[src/rtl/settable_clock_core_if.sv]
// Button levels in, binary time / mode / blank flags out for settable_clock_core.
interface settable_clock_core_if;
   logic       inc_i;
   logic       dec_i;
   logic       mode_i;
   logic [5:0] seconds_o;
   logic [5:0] minutes_o;
   logic [4:0] hours_o;
   logic [1:0] mode_o;
   logic [2:0] blank_o;
   logic       second_tick_o;

   modport master (
      output inc_i, dec_i, mode_i,
      input  seconds_o, minutes_o, hours_o, mode_o, blank_o, second_tick_o
   );

   modport slave (
      input  inc_i, dec_i, mode_i,
      output seconds_o, minutes_o, hours_o, mode_o, blank_o, second_tick_o
   );
endinterface

[src/rtl/settable_clock_core.sv]
// Time-of-day core: 1 Hz prescaler, HH:MM:SS counters, button-driven set mode
// with a blinking blank request for the field being edited.
module settable_clock_core #(
   parameter int unsigned CLK_FREQ_HZ  = 100_000_000,
   parameter int unsigned HOURS_MODULO = 24,
   parameter int unsigned BLINK_HZ     = 2
) (
   input logic                 clk_100MHz_i,
   input logic                 reset_i,
   settable_clock_core_if.slave io
);

   localparam int unsigned BLINK_PERIOD =
      (CLK_FREQ_HZ / (2 * BLINK_HZ) > 0) ? CLK_FREQ_HZ / (2 * BLINK_HZ) : 1;
   localparam int unsigned PW = (CLK_FREQ_HZ > 1) ? $clog2(CLK_FREQ_HZ) : 1;
   localparam int unsigned BW = (BLINK_PERIOD > 1) ? $clog2(BLINK_PERIOD) : 1;
   localparam logic [PW-1:0] PRESC_LAST = PW'(CLK_FREQ_HZ - 1);
   localparam logic [BW-1:0] BLINK_LAST = BW'(BLINK_PERIOD - 1);
   localparam logic [4:0]    HOUR_LAST  = 5'(HOURS_MODULO - 1);

   if (HOURS_MODULO != 12 && HOURS_MODULO != 24) begin : g_bad_hours
      $error("settable_clock_core: HOURS_MODULO must be 12 or 24");
   end

   typedef enum logic [1:0] {
      RUN   = 2'd0,
      SET_H = 2'd1,
      SET_M = 2'd2,
      SET_S = 2'd3
   } mode_t;

   mode_t           state_q, state_d;
   logic            inc_q, dec_q, mode_q;
   logic            press_inc, press_dec, press_mode;
   logic            tick, adjust;
   logic [PW-1:0]   presc_q, presc_d;
   logic [BW-1:0]   blink_q, blink_d;
   logic            phase_q, phase_d;
   logic [5:0]      sec_q, sec_d, min_q, min_d;
   logic [4:0]      hr_q, hr_d;
   logic [2:0]      blank_q, blank_d;
   logic            tick_q;

   assign press_inc  = io.inc_i  & ~inc_q;
   assign press_dec  = io.dec_i  & ~dec_q;
   assign press_mode = io.mode_i & ~mode_q;

   always_ff @(posedge clk_100MHz_i or posedge reset_i) begin
      if (reset_i) state_q <= RUN;
      else         state_q <= state_d;
   end

   always_comb begin
      state_d = state_q;
      if (press_mode) begin
         unique case (state_q)
            RUN:   state_d = SET_H;
            SET_H: state_d = SET_M;
            SET_M: state_d = SET_S;
            SET_S: state_d = RUN;
         endcase
      end
   end

   // A mode press wins over a same-cycle adjust; inc+dec together cancel.
   assign tick   = (state_q == RUN) && (presc_q == PRESC_LAST);
   assign adjust = (state_q != RUN) && !press_mode && (press_inc ^ press_dec);

   always_comb begin
      sec_d   = sec_q;
      min_d   = min_q;
      hr_d    = hr_q;
      presc_d = (state_q != RUN || press_mode || tick) ? '0 : presc_q + 1'b1;
      if (tick) begin
         if (sec_q == 6'd59) begin
            sec_d = '0;
            if (min_q == 6'd59) begin
               min_d = '0;
               hr_d  = (hr_q == HOUR_LAST) ? '0 : hr_q + 5'd1;
            end else begin
               min_d = min_q + 6'd1;
            end
         end else begin
            sec_d = sec_q + 6'd1;
         end
      end else if (adjust) begin
         unique case (state_q)
            SET_H: hr_d  = press_inc ? ((hr_q == HOUR_LAST) ? '0 : hr_q + 5'd1)
                                     : ((hr_q == '0) ? HOUR_LAST : hr_q - 5'd1);
            SET_M: min_d = press_inc ? ((min_q == 6'd59) ? '0 : min_q + 6'd1)
                                     : ((min_q == '0) ? 6'd59 : min_q - 6'd1);
            SET_S: sec_d = press_inc ? ((sec_q == 6'd59) ? '0 : sec_q + 6'd1)
                                     : ((sec_q == '0) ? 6'd59 : sec_q - 6'd1);
            default: ;
         endcase
      end
   end

   // Restarting the blink on every edit keeps the edited field visible at once.
   always_comb begin
      blink_d = blink_q + 1'b1;
      phase_d = phase_q;
      if (press_mode || adjust) begin
         blink_d = '0;
         phase_d = 1'b0;
      end else if (blink_q == BLINK_LAST) begin
         blink_d = '0;
         phase_d = ~phase_q;
      end
      unique case (state_d)
         RUN:   blank_d = '0;
         SET_H: blank_d = {phase_d, 2'b00};
         SET_M: blank_d = {1'b0, phase_d, 1'b0};
         SET_S: blank_d = {2'b00, phase_d};
      endcase
   end

   always_ff @(posedge clk_100MHz_i or posedge reset_i) begin
      if (reset_i) begin
         inc_q   <= 1'b1;
         dec_q   <= 1'b1;
         mode_q  <= 1'b1;
         presc_q <= '0;
         blink_q <= '0;
         phase_q <= 1'b0;
         sec_q   <= '0;
         min_q   <= '0;
         hr_q    <= '0;
         blank_q <= '0;
         tick_q  <= 1'b0;
      end else begin
         inc_q   <= io.inc_i;
         dec_q   <= io.dec_i;
         mode_q  <= io.mode_i;
         presc_q <= presc_d;
         blink_q <= blink_d;
         phase_q <= phase_d;
         sec_q   <= sec_d;
         min_q   <= min_d;
         hr_q    <= hr_d;
         blank_q <= blank_d;
         tick_q  <= tick;
      end
   end

   assign io.seconds_o     = sec_q;
   assign io.minutes_o     = min_q;
   assign io.hours_o       = hr_q;
   assign io.mode_o        = state_q;
   assign io.blank_o       = blank_q;
   assign io.second_tick_o = tick_q;

endmodule

[src/flat_wrapper.sv]
// flat-port wrapper written by rule: the top's interface ports become plain ports
module settable_clock_core_flat 
#(
   parameter int unsigned CLK_FREQ_HZ  = 100_000_000,
   parameter int unsigned HOURS_MODULO = 24,
   parameter int unsigned BLINK_HZ     = 2
)
  (clk_100MHz_i, reset_i, io_inc_i, io_dec_i, io_mode_i, io_seconds_o, io_minutes_o, io_hours_o, io_mode_o, io_blank_o, io_second_tick_o);
  settable_clock_core_if io_i ();
  input logic clk_100MHz_i;
  input logic reset_i;
  input wire logic [$bits(io_i.inc_i)-1:0] io_inc_i;
  input wire logic [$bits(io_i.dec_i)-1:0] io_dec_i;
  input wire logic [$bits(io_i.mode_i)-1:0] io_mode_i;
  output wire logic [$bits(io_i.seconds_o)-1:0] io_seconds_o;
  output wire logic [$bits(io_i.minutes_o)-1:0] io_minutes_o;
  output wire logic [$bits(io_i.hours_o)-1:0] io_hours_o;
  output wire logic [$bits(io_i.mode_o)-1:0] io_mode_o;
  output wire logic [$bits(io_i.blank_o)-1:0] io_blank_o;
  output wire logic [$bits(io_i.second_tick_o)-1:0] io_second_tick_o;
  assign io_i.inc_i = io_inc_i;
  assign io_i.dec_i = io_dec_i;
  assign io_i.mode_i = io_mode_i;
  assign io_seconds_o = io_i.seconds_o;
  assign io_minutes_o = io_i.minutes_o;
  assign io_hours_o = io_i.hours_o;
  assign io_mode_o = io_i.mode_o;
  assign io_blank_o = io_i.blank_o;
  assign io_second_tick_o = io_i.second_tick_o;
  settable_clock_core #(.CLK_FREQ_HZ(CLK_FREQ_HZ), .HOURS_MODULO(HOURS_MODULO), .BLINK_HZ(BLINK_HZ)) u_core (.clk_100MHz_i(clk_100MHz_i), .reset_i(reset_i), .io(io_i));
endmodule
[config.mk]
export PLATFORM = sky130hd
export DESIGN_NAME = settable_clock_core_flat
export DESIGN_NICKNAME = d
export VERILOG_FILES = /design/src/rtl/settable_clock_core_if.sv /design/src/rtl/settable_clock_core.sv /design/src/flat_wrapper.sv
export SDC_FILE = /design/constraint.sdc
export NUM_CORES = 1
export LEC_CHECK = 0
export ABC_AREA = 0
export CORE_ASPECT_RATIO = 1.1
export CORE_MARGIN = 4
export CORE_UTILIZATION = 45
export CTS_CLUSTER_DIAMETER = 120
export CTS_CLUSTER_SIZE = 10
export DETAILED_ROUTE_END_ITERATION = 6
export HOLD_SLACK_MARGIN = 0.02
export PLACE_DENSITY_LB_ADDON = 0.08
export SKIP_CTS_REPAIR_TIMING = 1
export SLEW_MARGIN = 20
export SYNTH_ARGS = -nofsm -noshare
export SYNTH_HDL_FRONTEND = slang
export SYNTH_SLANG_ARGS = --single-unit
export TNS_END_PERCENT = 30
[constraint.sdc]
create_clock -name clk_100MHz_i -period 5.5 [get_ports clk_100MHz_i]
set_input_delay 1.1 -clock clk_100MHz_i [delete_from_list [all_inputs] [get_ports clk_100MHz_i]]
set_output_delay 1.1 -clock clk_100MHz_i [all_outputs]
set_load 0.03 [all_outputs]
==> flow_summary.yaml <==
critical_path:
  cp-startpoint: "io_inc_i"
  critical_path_class: "in2reg"
  cp.arrival_ps: 3140
  critPathLaunchType: "input port"
  required_ps: 5730
  regToRegStartpoint: "u_core.io.mode_o[1]"
  cp_max_fo: 12
  crit_path_end_kind: "flop"
synthesis:
  synth-edff-count: 0
  syn_avg_cell_area_sq_um: 9.24
  ys_seq_area_share_pct: 45.5
  syn_nets: 490
  synthFlopType: "dfrtp_1"
  synthArstFlopShare_pct: 100
  synth_top_cell_area_share_pct: 43.7
  synth.most_common_cell: "nor2_1"
  synth_area_sq_um: 4350
  synth_cell_type_count: 59
  yosysWarnings: 0
  synth_area_leaders: "dfrtp_1, nor2_1, xor2_1"
  synth-seq-cells: 79
  synth_largest_area_cell: "dfrtp_1"
  synthCells: 471
  synthTopCellsByCount: "nor2_1, dfrtp_1, nand3_1, xor2_1, nand2_1"
detailed_routing:
  wl_met1_mm: 4.28
  wl_mm: 8.68
  wl_met3_microns: 264
  vias: 3308
  dr.pass1.iters: 4
  wl_met2_mm: 4.00
  wl_per_cell_microns: 14.2
  initialDrtViolationCount: 121
  top_layer_used: "met4"
  ant_nets: 0
  vias_per_cell: 5.40
  remaining_drc_errors: 0
run_status:
  outcome: "finished clean"
power_and_ir_drop:
  cellLeakagePower_nw: 2.08
  peakVddDrop_mv: 0.179
  p_total_mw: 2.00
  p_per_area_nw_per_um2: 408
sta:
  maxSlewHeadroom_pct: 42.9
  skew_ps: 13.4
  setup_viol: 0
  rsz0062_at_grt: "false"
  min_period_ps: 2910
  fin_crit_sh_pct: 52.8
  fmax_mhz: 344
  finalHoldViolCount: 0
  tightest_slew_ps: 857
  tns_ps: 0
  hold_ws_ps: 491
  drv_slew: 0
worst_hold_path:
  hold_start: "u_core.blink_q[0]"
  hp-class: "reg2reg"
finish:
  fin_util_pct: 52.3
  area_delta_synth_final_pct: 12.9
  antenna_cells: 0
  nets: 511
  drive_gt1_share_pct: 7.26
  finalInstanceArea_sq_um: 4910
run:
  maxCapViolCount: 0
grt:
  grt_max_degree: 57
  overflow: 0
  grt_pass1_vias: 3213
  grt_pass1_wl_mm: 15.0
  antenna_found_initial: 0
  grt.total_usage_pct: 16.4
clock_network:
  cts-root-buf: "clkbuf_8"
  clock_path_buffers: 2
  cts_tree: "yes"
  clk_pin_slew_ps: 90
  clock_latency_ps: 350
  ctsHtreeMaxLevel: 3
  clock_sinks: 79
  cts_buffers: 9
placement:
  globalplace.congestion: 0.782
  portBuffers: 27
  dpl_cell_area_sq_um: 4690
  dp.final_hpwl_mm: 5.96
floorplanning:
  die_area_sq_um: 11300
  core_sq_um: 9400
  fp.dieW_microns: 102
  die_h_microns: 111
  rows: 37
  io_pins: 28
  start_util_pct: 46.3
[through the flow]
step                      std cells  setup slack (ps)
after floorplan                 471              2380
after global placement          598              2320
after detailed placement        598              2240
after CTS                       613              2620
after global routing            613              2430
final                           613              2590
[kinds of logic (layout without fill, tap and decap cells)]
group	after synthesis	in the layout	share of synthesized area, %
flip-flops	79	79	45.5
AO/OA/AOI/OAI	59	59	8.82
buffers and inverters	38	63	4.05
multiplexers	3	3	0.805
XOR/XNOR	58	58	11.7
adder cells (fa/ha/maj)	14	14	4.02
AND/OR/NAND/NOR	220	220	25.1
[cell type report]
| class | count | area (sq um) |
|---|---|---|
| Clock inverter | 4 | 95.1 |
| Timing Repair Buffer | 28 | 278 |
| Fill cell | 895 | 4480 |
| Multi-Input combinational cell | 354 | 2200 |
| Inverter | 20 | 77.6 |
| Sequential cell | 79 | 1980 |
| Clock buffer | 11 | 131 |
| Tap cell | 117 | 146 |
[final timing paths]
kind / endpoint / slack, ps / depth (start not counted)
max: u_core.io.minutes_o[3] / 2590 / 7
min: u_core.blink_q[0] / 490 / 1
max reg2reg: u_core.io.hours_o[4] / 2600 / 8
min reg2reg: u_core.blink_q[0] / 490 / 1
max in group asynchronous: u_core.io.minutes_o[2] / 3480 / 3
min in group asynchronous: u_core.blink_q[1] / 1220 / 2
[cell usage in the layout (no fill, tap or decap), types with 16 or more instances in the layout]
cell	netlist	routed
clkdlybuf4s50_1	0	27
xnor2_1	24	24
inv_1	20	19
nor2_1	86	86
dfrtp_1	76	76
nand2_1	26	26
nand4_1	16	16
nand3_1	34	34
xor2_1	34	34
[flip-flops by register name, summed over array words and instances, names as in the netlist, 2 cells and up]
name,flops
u_core.presc_q,27
u_core.io.mode_o,2
u_core.blink_q,25
u_core.io.minutes_o,6
u_core.io.blank_o,3
u_core.io.seconds_o,6
u_core.io.hours_o,5
[critical path, cell delays in order]
cell	delay, ps
clkdlybuf4s50_1	470
nand2b_1	120
xnor2_1	170
and3b_1	250
o22ai_1	680
o21bai_1	240
o32ai_2	100
[layer usage]
| metal | track usage, % | vias up |
|---|---|---|
| met1 | 22.7 | 1602 |
| met2 | 25.5 | 48 |
| met4 | 6.74 | 0 |
| met5 | 0 | - |
| met3 | 2.64 | 11 |
| li1 | - | 1647 |
[report_power, final]
| group | switching [mW] | internal [mW] | leakage [nW] |
|---|---|---|---|
| clock | 0.207 | 0.299 | 0.113 |
| sequential | 0.149 | 0.658 | 1.05 |
| combinational | 0.404 | 0.286 | 0.913 |
No activity file was read; power rests on OpenSTA's default activity.
